<file path="src/rtl/sram_bank_issue_sched.sv">
// sram_bank_issue_sched: in-order dual-issue scheduler from the request
// arbiter into the data SRAM banks. Granted requests are buffered in a shared
// FIFO; up to two are issued per cycle. A per-bank occupancy timer blocks a
// bank until its previous read or write access has finished.
// Optional feature macro: SRAM_SCHED_PERF_CNT_EN enables the hazard stall
// counter on stall_cnt (tied to zero otherwise).
module sram_bank_issue_sched #(
    parameter int unsigned NUM_RAM  = 8,
    parameter int unsigned RAM_ID_W = $clog2(NUM_RAM),
    parameter int unsigned TAG_W    = 8,
    parameter int unsigned DEPTH    = 8,
    parameter int unsigned RD_BUSY  = 2,
    parameter int unsigned WR_BUSY  = 4
) (
    input  logic                clk,
    input  logic                rst,
    input  logic                in0_vld,
    output logic                in0_rdy,
    input  logic [RAM_ID_W-1:0] in0_ram_id,
    input  logic                in0_wr,
    input  logic [TAG_W-1:0]    in0_tag,
    input  logic                in1_vld,
    output logic                in1_rdy,
    input  logic [RAM_ID_W-1:0] in1_ram_id,
    input  logic                in1_wr,
    input  logic [TAG_W-1:0]    in1_tag,
    output logic                out0_vld,
    output logic [RAM_ID_W-1:0] out0_ram_id,
    output logic                out0_wr,
    output logic [TAG_W-1:0]    out0_tag,
    output logic                out1_vld,
    output logic [RAM_ID_W-1:0] out1_ram_id,
    output logic                out1_wr,
    output logic [TAG_W-1:0]    out1_tag,
    input  logic                out_rdy,
    output logic [31:0]         stall_cnt
);

    localparam int unsigned IDX_W    = $clog2(DEPTH);
    localparam int unsigned PTR_W    = IDX_W + 1;
    localparam int unsigned MAX_BUSY = (RD_BUSY > WR_BUSY) ? RD_BUSY : WR_BUSY;
    localparam int unsigned BUSY_W   = $clog2(MAX_BUSY) + 1;

    localparam logic [BUSY_W-1:0] RD_LOAD = BUSY_W'(RD_BUSY - 1);
    localparam logic [BUSY_W-1:0] WR_LOAD = BUSY_W'(WR_BUSY - 1);

    typedef struct packed {
        logic [RAM_ID_W-1:0] ram_id;
        logic                wr;
        logic [TAG_W-1:0]    tag;
    } entry_t;

    entry_t             r_mem [DEPTH];
    logic [PTR_W-1:0]   r_wr_ptr;
    logic [PTR_W-1:0]   r_rd_ptr;
    logic [BUSY_W-1:0]  r_busy_cnt [NUM_RAM];

    logic [PTR_W-1:0]   w_count;
    logic               w_push0;
    logic               w_push1;
    logic [IDX_W-1:0]   w_wr_idx0;
    logic [IDX_W-1:0]   w_wr_idx1;
    logic [IDX_W-1:0]   w_rd_idx0;
    logic [IDX_W-1:0]   w_rd_idx1;
    entry_t             w_head;
    entry_t             w_head1;
    logic [NUM_RAM-1:0] w_bank_rdy;
    logic               w_out0_vld;
    logic               w_out1_vld;
    logic               w_iss0;
    logic               w_iss1;

    // Occupancy and ready flags depend only on the registered pointers
    assign w_count = r_wr_ptr - r_rd_ptr;
    assign in0_rdy = (w_count <= PTR_W'(DEPTH - 1));
    assign in1_rdy = (w_count <= PTR_W'(DEPTH - 2));

    assign w_push0   = in0_vld && in0_rdy;
    assign w_push1   = in1_vld && in1_rdy;
    assign w_wr_idx0 = r_wr_ptr[IDX_W-1:0];
    assign w_wr_idx1 = w_push0 ? (w_wr_idx0 + IDX_W'(1)) : w_wr_idx0;

    assign w_rd_idx0 = r_rd_ptr[IDX_W-1:0];
    assign w_rd_idx1 = w_rd_idx0 + IDX_W'(1);
    assign w_head    = r_mem[w_rd_idx0];
    assign w_head1   = r_mem[w_rd_idx1];

    // A bank accepts a new access once its timer has drained to zero
    always_comb begin
        w_bank_rdy = '0;
        for (int b = 0; b < NUM_RAM; b++) begin
            w_bank_rdy[b] = (r_busy_cnt[b] == '0);
        end
    end

    // Issue selection: head first, head+1 only alongside head and on another bank
    assign w_out0_vld = (w_count != '0) && w_bank_rdy[w_head.ram_id];
    assign w_out1_vld = w_out0_vld
                     && (w_count >= PTR_W'(2))
                     && w_bank_rdy[w_head1.ram_id]
                     && (w_head1.ram_id != w_head.ram_id);

    assign w_iss0 = w_out0_vld && out_rdy;
    assign w_iss1 = w_out1_vld && out_rdy;

    assign out0_vld    = w_out0_vld;
    assign out0_ram_id = w_head.ram_id;
    assign out0_wr     = w_head.wr;
    assign out0_tag    = w_head.tag;
    assign out1_vld    = w_out1_vld;
    assign out1_ram_id = w_head1.ram_id;
    assign out1_wr     = w_head1.wr;
    assign out1_tag    = w_head1.tag;

    // FIFO storage and pointers; in0 lands before in1 on a dual push
    always_ff @(posedge clk or posedge rst) begin
        if (rst) begin
            for (int i = 0; i < DEPTH; i++) begin
                r_mem[i] <= '0;
            end
            r_wr_ptr <= '0;
            r_rd_ptr <= '0;
        end else begin
            if (w_push0) begin
                r_mem[w_wr_idx0] <= '{ram_id: in0_ram_id, wr: in0_wr, tag: in0_tag};
            end
            if (w_push1) begin
                r_mem[w_wr_idx1] <= '{ram_id: in1_ram_id, wr: in1_wr, tag: in1_tag};
            end
            r_wr_ptr <= r_wr_ptr + PTR_W'(w_push0) + PTR_W'(w_push1);
            r_rd_ptr <= r_rd_ptr + PTR_W'(w_iss0) + PTR_W'(w_iss1);
        end
    end

    // Per-bank occupancy timers: load on issue, otherwise count down to zero
    always_ff @(posedge clk or posedge rst) begin
        if (rst) begin
            for (int b = 0; b < NUM_RAM; b++) begin
                r_busy_cnt[b] <= '0;
            end
        end else begin
            for (int b = 0; b < NUM_RAM; b++) begin
                if (w_iss0 && (w_head.ram_id == RAM_ID_W'(b))) begin
                    r_busy_cnt[b] <= w_head.wr ? WR_LOAD : RD_LOAD;
                end else if (w_iss1 && (w_head1.ram_id == RAM_ID_W'(b))) begin
                    r_busy_cnt[b] <= w_head1.wr ? WR_LOAD : RD_LOAD;
                end else if (r_busy_cnt[b] != '0) begin
                    r_busy_cnt[b] <= r_busy_cnt[b] - BUSY_W'(1);
                end
            end
        end
    end

`ifdef SRAM_SCHED_PERF_CNT_EN
    logic [31:0] r_stall_cnt;

    // Saturating count of cycles where a queued head is held by a busy bank
    always_ff @(posedge clk or posedge rst) begin
        if (rst) begin
            r_stall_cnt <= '0;
        end else if ((w_count != '0) && !w_out0_vld && (r_stall_cnt != 32'hFFFF_FFFF)) begin
            r_stall_cnt <= r_stall_cnt + 32'd1;
        end
    end

    assign stall_cnt = r_stall_cnt;
`else
    assign stall_cnt = '0;
`endif

endmodule

</file>
<file path="config.mk">
export PLATFORM = sky130hd
export DESIGN_NAME = sram_bank_issue_sched
export DESIGN_NICKNAME = d
export VERILOG_FILES = /design/src/rtl/sram_bank_issue_sched.sv
export SDC_FILE = /design/constraint.sdc
export NUM_CORES = 1
export LEC_CHECK = 0
export ABC_AREA = 1
export CAP_MARGIN = 25
export CORE_MARGIN = 1.5
export CORE_UTILIZATION = 44
export CTS_BUF_LIST = sky130_fd_sc_hd__clkbuf_2
export DETAILED_ROUTE_END_ITERATION = 8
export PLACE_DENSITY = 0.6
export SLEW_MARGIN = 30
export SYNTH_ARGS = -nofsm -noshare
export SYNTH_HDL_FRONTEND = slang
export SYNTH_SLANG_ARGS = --single-unit
</file>
<file path="constraint.sdc">
create_clock -name clk -period 11 [get_ports clk]
set_input_delay 1.1 -clock clk [delete_from_list [all_inputs] [get_ports clk]]
set_output_delay 1.1 -clock clk [all_outputs]
set_load 0.005 [all_outputs]
</file>
### Word-level counts from Yosys, hierarchy flattened

Cells that the tools add are included.

| word-level totals | value |
|---|---|
| register bits | 128 |
| output and inout bits | 60 |
| logic and storage cells | 177 |

| cells by class | value |
|---|---|
| add/sub/neg operators | 15 |
| order comparisons | 11 |
| equality and inequality tests | 15 |
| multiplexer cells | 45 |
| bitwise logic cells | 4 |
| reductions and logical operators | 53 |

Operator list:

| cell | number |
|---|---|
| bitwise mux 96 bit | 2 |
| two-way mux 96 bit | 2 |
| two-way mux 3 bit | 25 |
| binary-select mux 12 bit (select 3 bit) | 2 |
| demux 12 bit (select 3 bit) | 2 |
| two-way mux 12 bit | 6 |
| nonzero test 3 bit | 16 |
| logical NOT 3 bit | 10 |
| logical AND 1 bit | 26 |
| == test 3 bit, second input constant | 8 |
| subtractor 3 x 1 -> 3 bit, second input constant | 8 |
| adder 4 x 1 -> 4 bit | 4 |
| greater-or-equal comparator 4 bit, second input constant | 4 |
| inverter 3 -> 4 bit | 4 |
| == test 3 x 2 -> 1 bit, second input constant | 4 |
| less-or-equal comparator 4 x 3 -> 1 bit, second input constant | 2 |
| < comparator 3 x 4 -> 1 bit, second input constant | 2 |
| < comparator 4 x 1 -> 1 bit, second input constant | 2 |
| adder 3 x 1 -> 3 bit, second input constant | 2 |
| binary-select mux 1 bit (select 3 bit) | 2 |
| == test 3 x 1 -> 1 bit, second input constant | 2 |
| greater-or-equal comparator 4 x 2 -> 1 bit, second input constant | 1 |
| two-way mux 2 bit | 2 |
| nonzero test 4 bit | 1 |
| other kinds (3) | 4 |

### Longest topological paths before layout

Gate-level depths: netlist of the first run.

| logic depth | value |
|---|---|
| depth in word-level cells | 14 |
| gate-level depth with buffers | 21 |

### Worst setup path before layout of the first run

Ideal clock, no wire load.

| path | value |
|---|---|
| path type | reg-to-output |
| from | reg r_rd_ptr[2] |
| to | out out1_vld |
| arrival | 2117 ps |
| required time | 9900 ps |
| path slack | 7783 ps |
| stages on the path, launching flop included | 13 |
| buffers on the path | 2 |
| cells stage by stage | dfrtp_1 > buf_4 > inv_1 > clkbuf_1 > ha_1 > a21oi_1 > nand2_1 > xnor2_2 > nand2_1 > nor2_1 > inv_1 > nand2_4 > nor3_1 |

| on the way | value |
|---|---|
| cells in the longest elaborated chain, start to end | 10 |
| elaborated cells between the ends (all ways) | 21 |
| those cells by class | add/sub: 2; order compare: 1; eq/ne: 1; mux: 10; bitwise: 2; reduce/logical: 5 |

RTL lines:

| item | line | source |
|---|---|---|
| start, declared | 55 | `logic [PTR_W-1:0] r_rd_ptr;` |
| start signal, assigned | 131 | `r_rd_ptr <= r_rd_ptr + PTR_W'(w_iss0) + PTR_W'(w_iss1);` |
| parallel branches: the longest is 9 deep, another holds adder 3 x 1 -> 3 bit | n/a |  |
| logical AND 1 bit * | 101 | `&& (w_head1.ram_id != w_head.ram_id);` |
| end, declared | 31 | `output logic out1_vld,` |

Mark *: on every way between the ends. The select of a mux whose other input is x is not followed.

### Final worst setup path of the first run

| path | value |
|---|---|
| from | reg r_rd_ptr[0] |
| to | out out1_vld |

Same word-level chain as after synthesis.

==> impl_results.md, run 1 <==
* Top-count cell post-synth: nand2_1
* Slew HR at 0.356
* Post-synth top area share at 0.350
* Crit Path Category: reg -> out
* Hold Vio Cnt, Final at 0
* Clock transition at path regs at 180 ps
* TritonCTS Buffers at 17
* Register area share after synthesis at 0.350
* Yosys reg bits at roughly 130
* Leading area contributor after synthesis: dfrtp_1
* Top cells by count, synth: nand2_1 (327), o21ai_0 (220), inv_1 (137)
* CP required at about 9900 ps
* Crit path max fanout at 80
* Post-DP HPWL at 17100 um
* Max clock buf depth at 2
* Ys Warns at 0
* Layout cell share with drive strength beyond 1 at 0.0752
* Max Clock Skew at 46.4 ps
* Vias in the first global route at 7822
* Detail Route Antenna Nets at 0
* Status: completed
* Cts hold-fix bufs at 0
* Area added between synthesis and finish at 9.07%
* Worst slew pin tran at slightly below 1000 ps
* CTS root buf: clkbuf_2
* Async S/R FF share, synth at 1.00
* H-tree lvl count at 4
* Core area at just over 20000 um^2
* Pin count of the biggest net entering global routing at roughly 120
* Gr ovfl total at 0
* Sum Neg Setup Slack at 0 ps
* 1st-iter DRT viols at 813
* Initial antenna violation count at 1
* Final Cycle Share at 0.475
* Width of the die at roughly 150 um
* Post-synth top flop: dfrtp_1
* I/O Buffers at 56
* Average size of a mapped cell at between 6 and 7 um^2
* Clk sink count at between 100 and 150
* Latest clock arrival within the worst-skew pair at around 740 ps
* CTS tree: yes
* # rows at 52
* Synth unique cells at 39
* Fin crit period at roughly 5200 ps
* Total of max-cap violations at 0
* Final slew viol count at 0
* Layout net count at 1386
* Die ar. at 21700 um^2
* Final Wtd Congestion at 0.878
* Count of final setup violators at 0
* Synthesized cell area at 9150 um^2
* CP arrival at roughly 4100 ps
* Hold WC Path Type: reg -> reg
* Drt via density at 5.28
* Initial Util at 0.451
* Io pins at 89
* Die height at between 100 and 150 um
* Post-synth EDFFs at 0
* Post-Synthesis Cells at 1320
* Post-CTS Setup Inserts at 0
* Vias at around 8500
* Max Clk Rate at around 190 MHz
* Drt drc at 0
* Routed WL at 26500 um
* DRT Pass-1 Iters at 5
* RSZ-0062 raised after global routing: false
* # resized after CTS at 0
* Top post-synthesis cells by area: dfrtp_1 (35%), nand2_1 (13%), o21ai_0 (12%)
* Critical Path Start Type: flip-flop
* Endpoint type of the worst setup path: output pin
* Drt wl/cell at approximately 16 um
* First-pass GRT wire length at about 43000 um
* Total track usage at 0.252
[flip-flops by register name, indices dropped and copies added (netlist names)]
name,flops
r_busy_cnt,24
r_mem,96
r_rd_ptr,4
r_wr_ptr,4
[stage by stage]
| step | hold WS (ps) | setup slack [ps] | std cells | utilization | cell area [um^2] |
|---|---|---|---|---|---|
| final | 502 | 5780 | 1615 | 0.492 | 9980 |
| after CTS | 508 | 5760 | 1613 | 0.490 | 9940 |
| after global placement | 479 | 6600 | 1582 | 0.474 | 9620 |
| after floorplan | 465 | 6490 | 1351 | - | 9270 |
| after global routing | 519 | 5430 | 1615 | 0.492 | 9980 |
| after detailed placement | 485 | 6580 | 1582 | 0.475 | 9640 |
[worst max-delay path, stage by stage (launching register included)]
cell	delay [ps]
dfrtp_2	370
buf_4	610
ha_1	370
inv_2	390
nand3_1	140
nand3_1	130
nand2_2	130
inv_2	140
nand2_1	60
nand2_1	60
nor2_1	50
nand2_2	70
nand2_4	70
nor3_1	250
clkdlybuf4s50_1	560
[cell type report]
class	instances	area, um^2
Inverter	143	547
Fill cell	2088	10300
Clock buffer	17	85.1
Antenna cell	2	5.00
Sequential cell	128	3200
Timing Repair Buffer	66	636
Multi-Input combinational cell	975	4950
Clock inverter	14	214
Tap cell	270	338
[logic make-up after synthesis]
group,count (synthesis),share of synthesized area
buffers and inverters,248,0.127
AO/OA/AOI/OAI,372,0.219
multiplexers,1,0.00123
adder cells (fa/ha/maj),26,0.0380
AND/OR/NAND/NOR,533,0.251
other,1,0.000410
flip-flops,128,0.350
XOR/XNOR,11,0.0138
[per-layer routing]
layer,global-route usage,routed length (um),vias to the layer above
met2,0.382,11800,294
met1,0.371,12800,3926
li1,-,-,4281
met3,0.0472,1700,25
met5,0,0,-
met4,0.0570,274,0
[cell usage in the layout (no fill, tap or decap), types with 2 or more instances in the layout]
| cell type | instances |
|---|---|
| bufinv_16 | 5 |
| clkinvlp_4 | 2 |
| nand2_4 | 3 |
| nor2_1 | 107 |
| o21ai_0 | 220 |
| xor2_1 | 2 |
| a211oi_1 | 24 |
| o21ai_1 | 7 |
| conb_1 | 32 |
| clkinv_4 | 2 |
| o211ai_2 | 2 |
| clkbuf_2 | 17 |
| nand3_2 | 21 |
| ha_1 | 23 |
| xor2_2 | 2 |
| o22ai_1 | 8 |
| xnor2_2 | 2 |
| inv_2 | 5 |
| nand4_1 | 8 |
| a31oi_1 | 19 |
| clkinv_2 | 2 |
| nand3_1 | 48 |
| diode_2 | 2 |
| inv_6 | 4 |
| inv_1 | 136 |
| dfrtp_1 | 127 |
| nor2_4 | 3 |
| buf_4 | 10 |
| o211ai_1 | 12 |
| nand2_2 | 15 |
| clkdlybuf4s50_1 | 56 |
| a21oi_1 | 80 |
| xnor2_1 | 5 |
| fa_1 | 3 |
| nand2_1 | 322 |
[path summary, 6_finish.rpt]
check | from | endpoint | slack [ps] | cells after the start
max in group asynchronous | rst | r_mem[13] | 8910 | 3
worst min register to register | r_wr_ptr[3] | r_wr_ptr[3] | 500 | 1
worst min-delay path | r_wr_ptr[3] | r_wr_ptr[3] | 500 | 1
worst max register to register | r_rd_ptr[2] | r_mem[16] | 6880 | 12
min in group asynchronous | rst | r_mem[0] | 830 | 2
worst max-delay path | r_rd_ptr[0] | out1_vld | 5780 | 14
Power of run 1 is left out: the tool's default activity adds up to more than one toggle a clock period on the data nets, which glitch-free logic cannot reach.
==> inputs of run 2 (changes only) <==
--- a/config.mk
+++ b/config.mk
@@ -11,7 +11,7 @@
 export CORE_UTILIZATION = 44
 export CTS_BUF_LIST = sky130_fd_sc_hd__clkbuf_2
 export DETAILED_ROUTE_END_ITERATION = 8
-export PLACE_DENSITY = 0.6
+export PLACE_DENSITY = 0.63
 export SLEW_MARGIN = 30
 export SYNTH_ARGS = -nofsm -noshare
 export SYNTH_HDL_FRONTEND = slang
==> constraint.sdc (replaced) <==
create_clock -name clk -period 4.8 [get_ports clk]
set_input_delay 0.48 -clock clk [delete_from_list [all_inputs] [get_ports clk]]
set_output_delay 0.48 -clock clk [all_outputs]
set_load 0.005 [all_outputs]
==> run 2 against run 1 <==
Count of clock-buffer cells in the layout did not move. Register-to-register slack got worse by 5900 ps. Largest cell class unchanged. Clock skew fell by 8.2 ps. Sequential share of layout area rose by 0.20 points. Global-route usage fell by 0.53 points. Final cell count rose by 0.56%. Core utilization fell by 0.30 points. Worst setup slack got worse by 5400 ps. Critical endpoint unchanged.
==> impl_results.md, run 2 (synthesis results as in run 1) <==
* Clk sink count at roughly 130
* H-tree lvl count at 4
* Detail Route Antenna Nets at 0
* Critical Path Start Type: flip-flop
* FF-to-FF path depth at 12
* Post-DP HPWL at about 17000 um
* # rows at 52
* I/O Buffers at 56
* Cts hold-fix bufs at 0
* Die ar. at ~22000 um^2
* Cell mode on critical path: nand2_1
* Post-CTS Setup Inserts at 0
* Max stage delay on crit path at approximately 670 ps
* Final Cycle Share at 0.928
* Die height at ~150 um
* Sum Neg Setup Slack at 0 ps
* Core area at between 20000 and 25000 um^2
* Most frequent cells in the layout: nand2_1 (324), o21ai_0 (220), inv_1 (136)
* Crit Path Category: reg -> out
* CTS tree: yes
* CP Capture Point: out1_vld
* Worst slew pin tran at about 910 ps
* Vias at roughly 8600
* Clock transition at path regs at approximately 220 ps
* Final slew viol count at 0
* # resized after CTS at 0
* Drt wl/cell at between 15 and 20 um
* Layout net count at 1395
* Fin crit period at around 4500 ps
* Io pins at 89
* Max Clock Skew at roughly 38 ps
* WP buf/inv at 2
* CP cell instances: buf_4, xor2_2, nand3_2, nand2_4, o21ai_1, nand2_1, nand2_1, nand2_1, nand2_2, nor3_1, clkdlybuf4s50_1
* Biggest regs: r_mem (96), r_busy_cnt (24)
* CP arrival at about 4000 ps
* CP max stage cell: xor2_2
* Pin count of the biggest net entering global routing at approximately 130
* Drt drc at 0
* RR Startpoint: r_rd_ptr[1]
* Status: completed
* Drt via density at between 5 and 6
* Critical Path Source: r_rd_ptr[2]
* Area added between synthesis and finish at 8.40%
* Width of the die at 147 um
* Initial Util at 0.451
* Latest clock arrival within the worst-skew pair at 750 ps
* Total track usage at 0.247
* Max clock buf depth at 2
* Hold Vio Cnt, Final at 0
* 1st-iter DRT viols at just over 700
* First-pass GRT wire length at between 40000 and 50000 um
* Max reg flops at 96
* Routed WL at between 20000 and 30000 um
* Gr ovfl total at 0
* Layout cell share with drive strength beyond 1 at 0.0776
* CP required at ~4300 ps
* Crit path max fanout at 13
* Slew HR at 0.394
* Count of final setup violators at 0
* WP depth at 11
* RSZ-0062 raised after global routing: false
* Hold WC Path Type: in -> async
* Reg2reg end: r_mem[23]
* TritonCTS Buffers at 17
* Vias in the first global route at 7791
* Initial antenna violation count at 1
* R2r setup slk at approximately 980 ps
* Commonest non-fill, non-tap cell in the layout: nand2_1
* Total of max-cap violations at 0
* DRT Pass-1 Iters at 6
* CTS root buf: clkbuf_2
* Delay-heaviest family, CP: simple AND/OR/NAND/NOR gates
* Placed Cells at approximately 1600
* Endpoint type of the worst setup path: output pin
* Max Clk Rate at around 220 MHz
* Non-filler cells, final at ~1600
* Largest Register: r_mem
* Final Wtd Congestion at ~0.85
run 2: cell count changes in the layout (fill, tap and decap cells not counted), moves of 2 or more:
cell | before | now
nand2_2 | 15 | 13
nor2_4 | 3 | 1
nand2_1 | 322 | 324
nand3_2 | 21 | 19
nand3_1 | 48 | 50
clkinvlp_4 | 2 | 4
bufinv_16 | 5 | 0
buf_4 | 10 | 18
run 2: worst min-delay path by stage:
stage                 from     endpoint  slack [ps]  depth (start not counted)
6_report               rst    r_mem[26]         260                          3
5_1_grt                rst    r_mem[86]         240                          3
4_1_cts                rst    r_mem[86]         240                          3
3_5_place_dp   r_wr_ptr[3]  r_wr_ptr[3]         490                          1
3_3_place_gp   r_wr_ptr[3]  r_wr_ptr[3]         480                          1
2_1_floorplan  r_wr_ptr[3]  r_wr_ptr[3]         460                          1
run 2: worst reg2reg max path, delay by kind of cell (launching register included):
family,cells,cell delay (ps)
AOI/OAI and AO/OA,2,820
xor gates and xnor gates,1,240
adders and majority gates,1,370
buffers and inverters,3,910
DFF,1,400
and+or+nand+nor,5,1020
run 2: layout make-up:
cell class	instances	area, um^2
Sequential cell	128	3200
Multi-Input combinational cell	975	4920
Tap cell	270	338
Antenna cell	1	2.50
Clock buffer	17	85.1
Inverter	143	544
Clock inverter	15	111
Fill cell	2056	10400
Timing Repair Buffer	75	716
run 2: routing by layer:
metal,wire length (um),GRT usage,part of all wire,vias up
met4,308,0.0615,0.012,0
met2,11600,0.385,0.44,290
met5,0,0,0,-
met1,12500,0.355,0.48,4025
li1,-,-,-,4301
met3,1720,0.0404,0.066,24
run 2: through the flow:
stage	hold WS, ps	utilization	area [um^2]	setup WS (ps)
CTS	238	0.488	9900	243
global route	245	0.489	9920	106
floorplan	465	-	9270	907
finish	258	0.489	9920	345
global placement	485	0.478	9700	1080
detailed placement	487	0.478	9710	1040
Power of run 2 is left out for the same reason.
==> inputs of run 3 (changes only) <==
--- a/config.mk
+++ b/config.mk
@@ -7,7 +7,7 @@
 export LEC_CHECK = 0
 export ABC_AREA = 1
 export CAP_MARGIN = 25
-export CORE_MARGIN = 1.5
+export CORE_MARGIN = 2
 export CORE_UTILIZATION = 44
 export CTS_BUF_LIST = sky130_fd_sc_hd__clkbuf_2
 export DETAILED_ROUTE_END_ITERATION = 8
==> run 3 against run 2 <==
Clock skew grew 6.4 ps. Hold slack lost 200 ps. Critical path depth grew 2. Global-route usage shrank 0.52 points. Design area grew 0.23%.
==> impl_results.md, run 3 (synthesis results as in run 1) <==
* Cts hold-fix bufs at 0
* Max stage delay on crit path at about 700 ps
* TritonCTS Buffers at 17
* CTS root buf: clkbuf_2
* Crit Path Category: reg -> out
* First-pass GRT wire length at approximately 42000 um
* Width of the die at between 100 and 150 um
* CP cell instances: ha_1, inv_2, nand3_1, nand3_1, nand2_2, inv_2, nand2_1, nand2_1, nor2_1, nand2_2, nand2_4, nor3_1, clkdlybuf4s50_1
* Clock transition at path regs at approximately 240 ps
* Layout net count at roughly 1400
* Largest Register: r_mem
* RSZ-0062 raised after global routing: false
* Final Util at 0.490
* Detail Route Antenna Nets at 0
* Critical Path Start Type: flip-flop
* Die height at about 150 um
* Post-DP HPWL at between 15000 and 20000 um
* # rows at 52
* 1st-iter DRT viols at between 700 and 800
* Core area at between 20000 and 25000 um^2
* Total of max-cap violations at 0
* Vias at between 8000 and 9000
* Hold Vio Cnt, Final at 0
* Layout cell share with drive strength beyond 1 at 0.0754
* Hold WC Path Type: in -> async
* CP arrival at ~3800 ps
* Drt drc at 0
* Post-route cell area at a little under 10000 um^2
* Die ar. at around 22000 um^2
* Drt wl/cell at about 16 um
* DRT Pass-1 Iters at 5
* Pin count of the biggest net entering global routing at ~120
* Latest clock arrival within the worst-skew pair at 760 ps
* Vias in the first global route at 7929
* Worst slew pin tran at 994 ps
* H-tree lvl count at 4
* Initial Util at 0.451
* Final Wtd Congestion at 0.857
* Fill cells at ~2100
* Final slew viol count at 0
* Final Cycle Share at 0.894
* Max Clk Rate at ~230 MHz
* Placed cell area at about 9700 um^2
* Biggest regs: r_mem (96), r_busy_cnt (24)
* Crit path max fanout at 24
* Max clock buf depth at 2
* Gr ovfl total at 0
* Non-filler cells, final at roughly 1600
* Count of final setup violators at 0
* Initial antenna violation count at 1
* Highest routing layer actually used: met4
* Sum Neg Setup Slack at 0 ps
* Fin crit period at 4290 ps
* Max Clock Skew at 44.7 ps
* Post-CTS Setup Inserts at 0
* Metal3 WL at between 1000 and 1500 um
* Endpoint type of the worst setup path: output pin
* Met1 Wirelength at 12300 um
* Placed Cells at around 1600
* CP max stage cell: dfrtp_2
* Io pins at 89
* Most frequent cells in the layout: nand2_1 (326), o21ai_0 (220), inv_1 (136)
* Area added between synthesis and finish at 8.64%
* Status: completed
* Clk sink count at 128
* Slew HR at 0.336
* Routed WL at roughly 26000 um
* Total track usage at 0.241
* CP required at about 4300 ps
* # resized after CTS at 0
* Drt via density at approximately 5.3
* Met2 wire len at ~12000 um
* Max reg flops at 96
* I/O Buffers at between 50 and 60
* CTS tree: yes
* Commonest non-fill, non-tap cell in the layout: nand2_1
==> run 3: layout make-up <==
class	count	area, um^2	share of cell area
repair buffers	74	708	0.0712
diodes	1	2.50	0.000252
clock inverters	14	141	0.0142
well taps	270	338	0.0340
inverters	143	544	0.0548
multi-input cells	975	4910	0.494
clock buffers	18	90.1	0.00906
flip-flops and latches	128	3200	0.322
==> run 3: critical path: cells and delay by family (launching register included) <==
kind | cells | cell delay, ps
AND/OR/NAND/NOR | 9 | 940
adder cells (fa/ha/maj) | 1 | 330
flip-flops | 1 | 690
buffers and inverters | 3 | 1110
==> run 3: metrics by stage <==
stage | worst slack, ps | hold WS, ps
after floorplan | 907 | 465
after global placement | 1380 | 487
after detailed placement | 1320 | 493
after CTS | 482 | 53.7
after global routing | 265 | 71.9
final | 507 | 54.0
==> run 3: worst paths after layout <==
check	end	slack (ps)	cells past startpoint	start
min in group clk	r_mem[7]	410	3	in1_tag[7]
worst max register to register	r_rd_ptr[1]	1310	16	r_rd_ptr[0]
worst max-delay path	out1_vld	510	13	r_rd_ptr[0]
worst min register to register	r_wr_ptr[3]	510	1	r_wr_ptr[3]
worst min-delay path	r_rd_ptr[2]	50	2	rst
max in group asynchronous	r_mem[89]	3830	3	rst
==> run 3: layer usage <==
| metal | up-vias | global-route usage |
|---|---|---|
| met5 | - | 0 |
| li1 | 4306 | - |
| met2 | 245 | 0.386 |
| met3 | 27 | 0.0442 |
| met1 | 4058 | 0.342 |
| met4 | 0 | 0.0557 |
Power of run 3 is left out for the same reason.
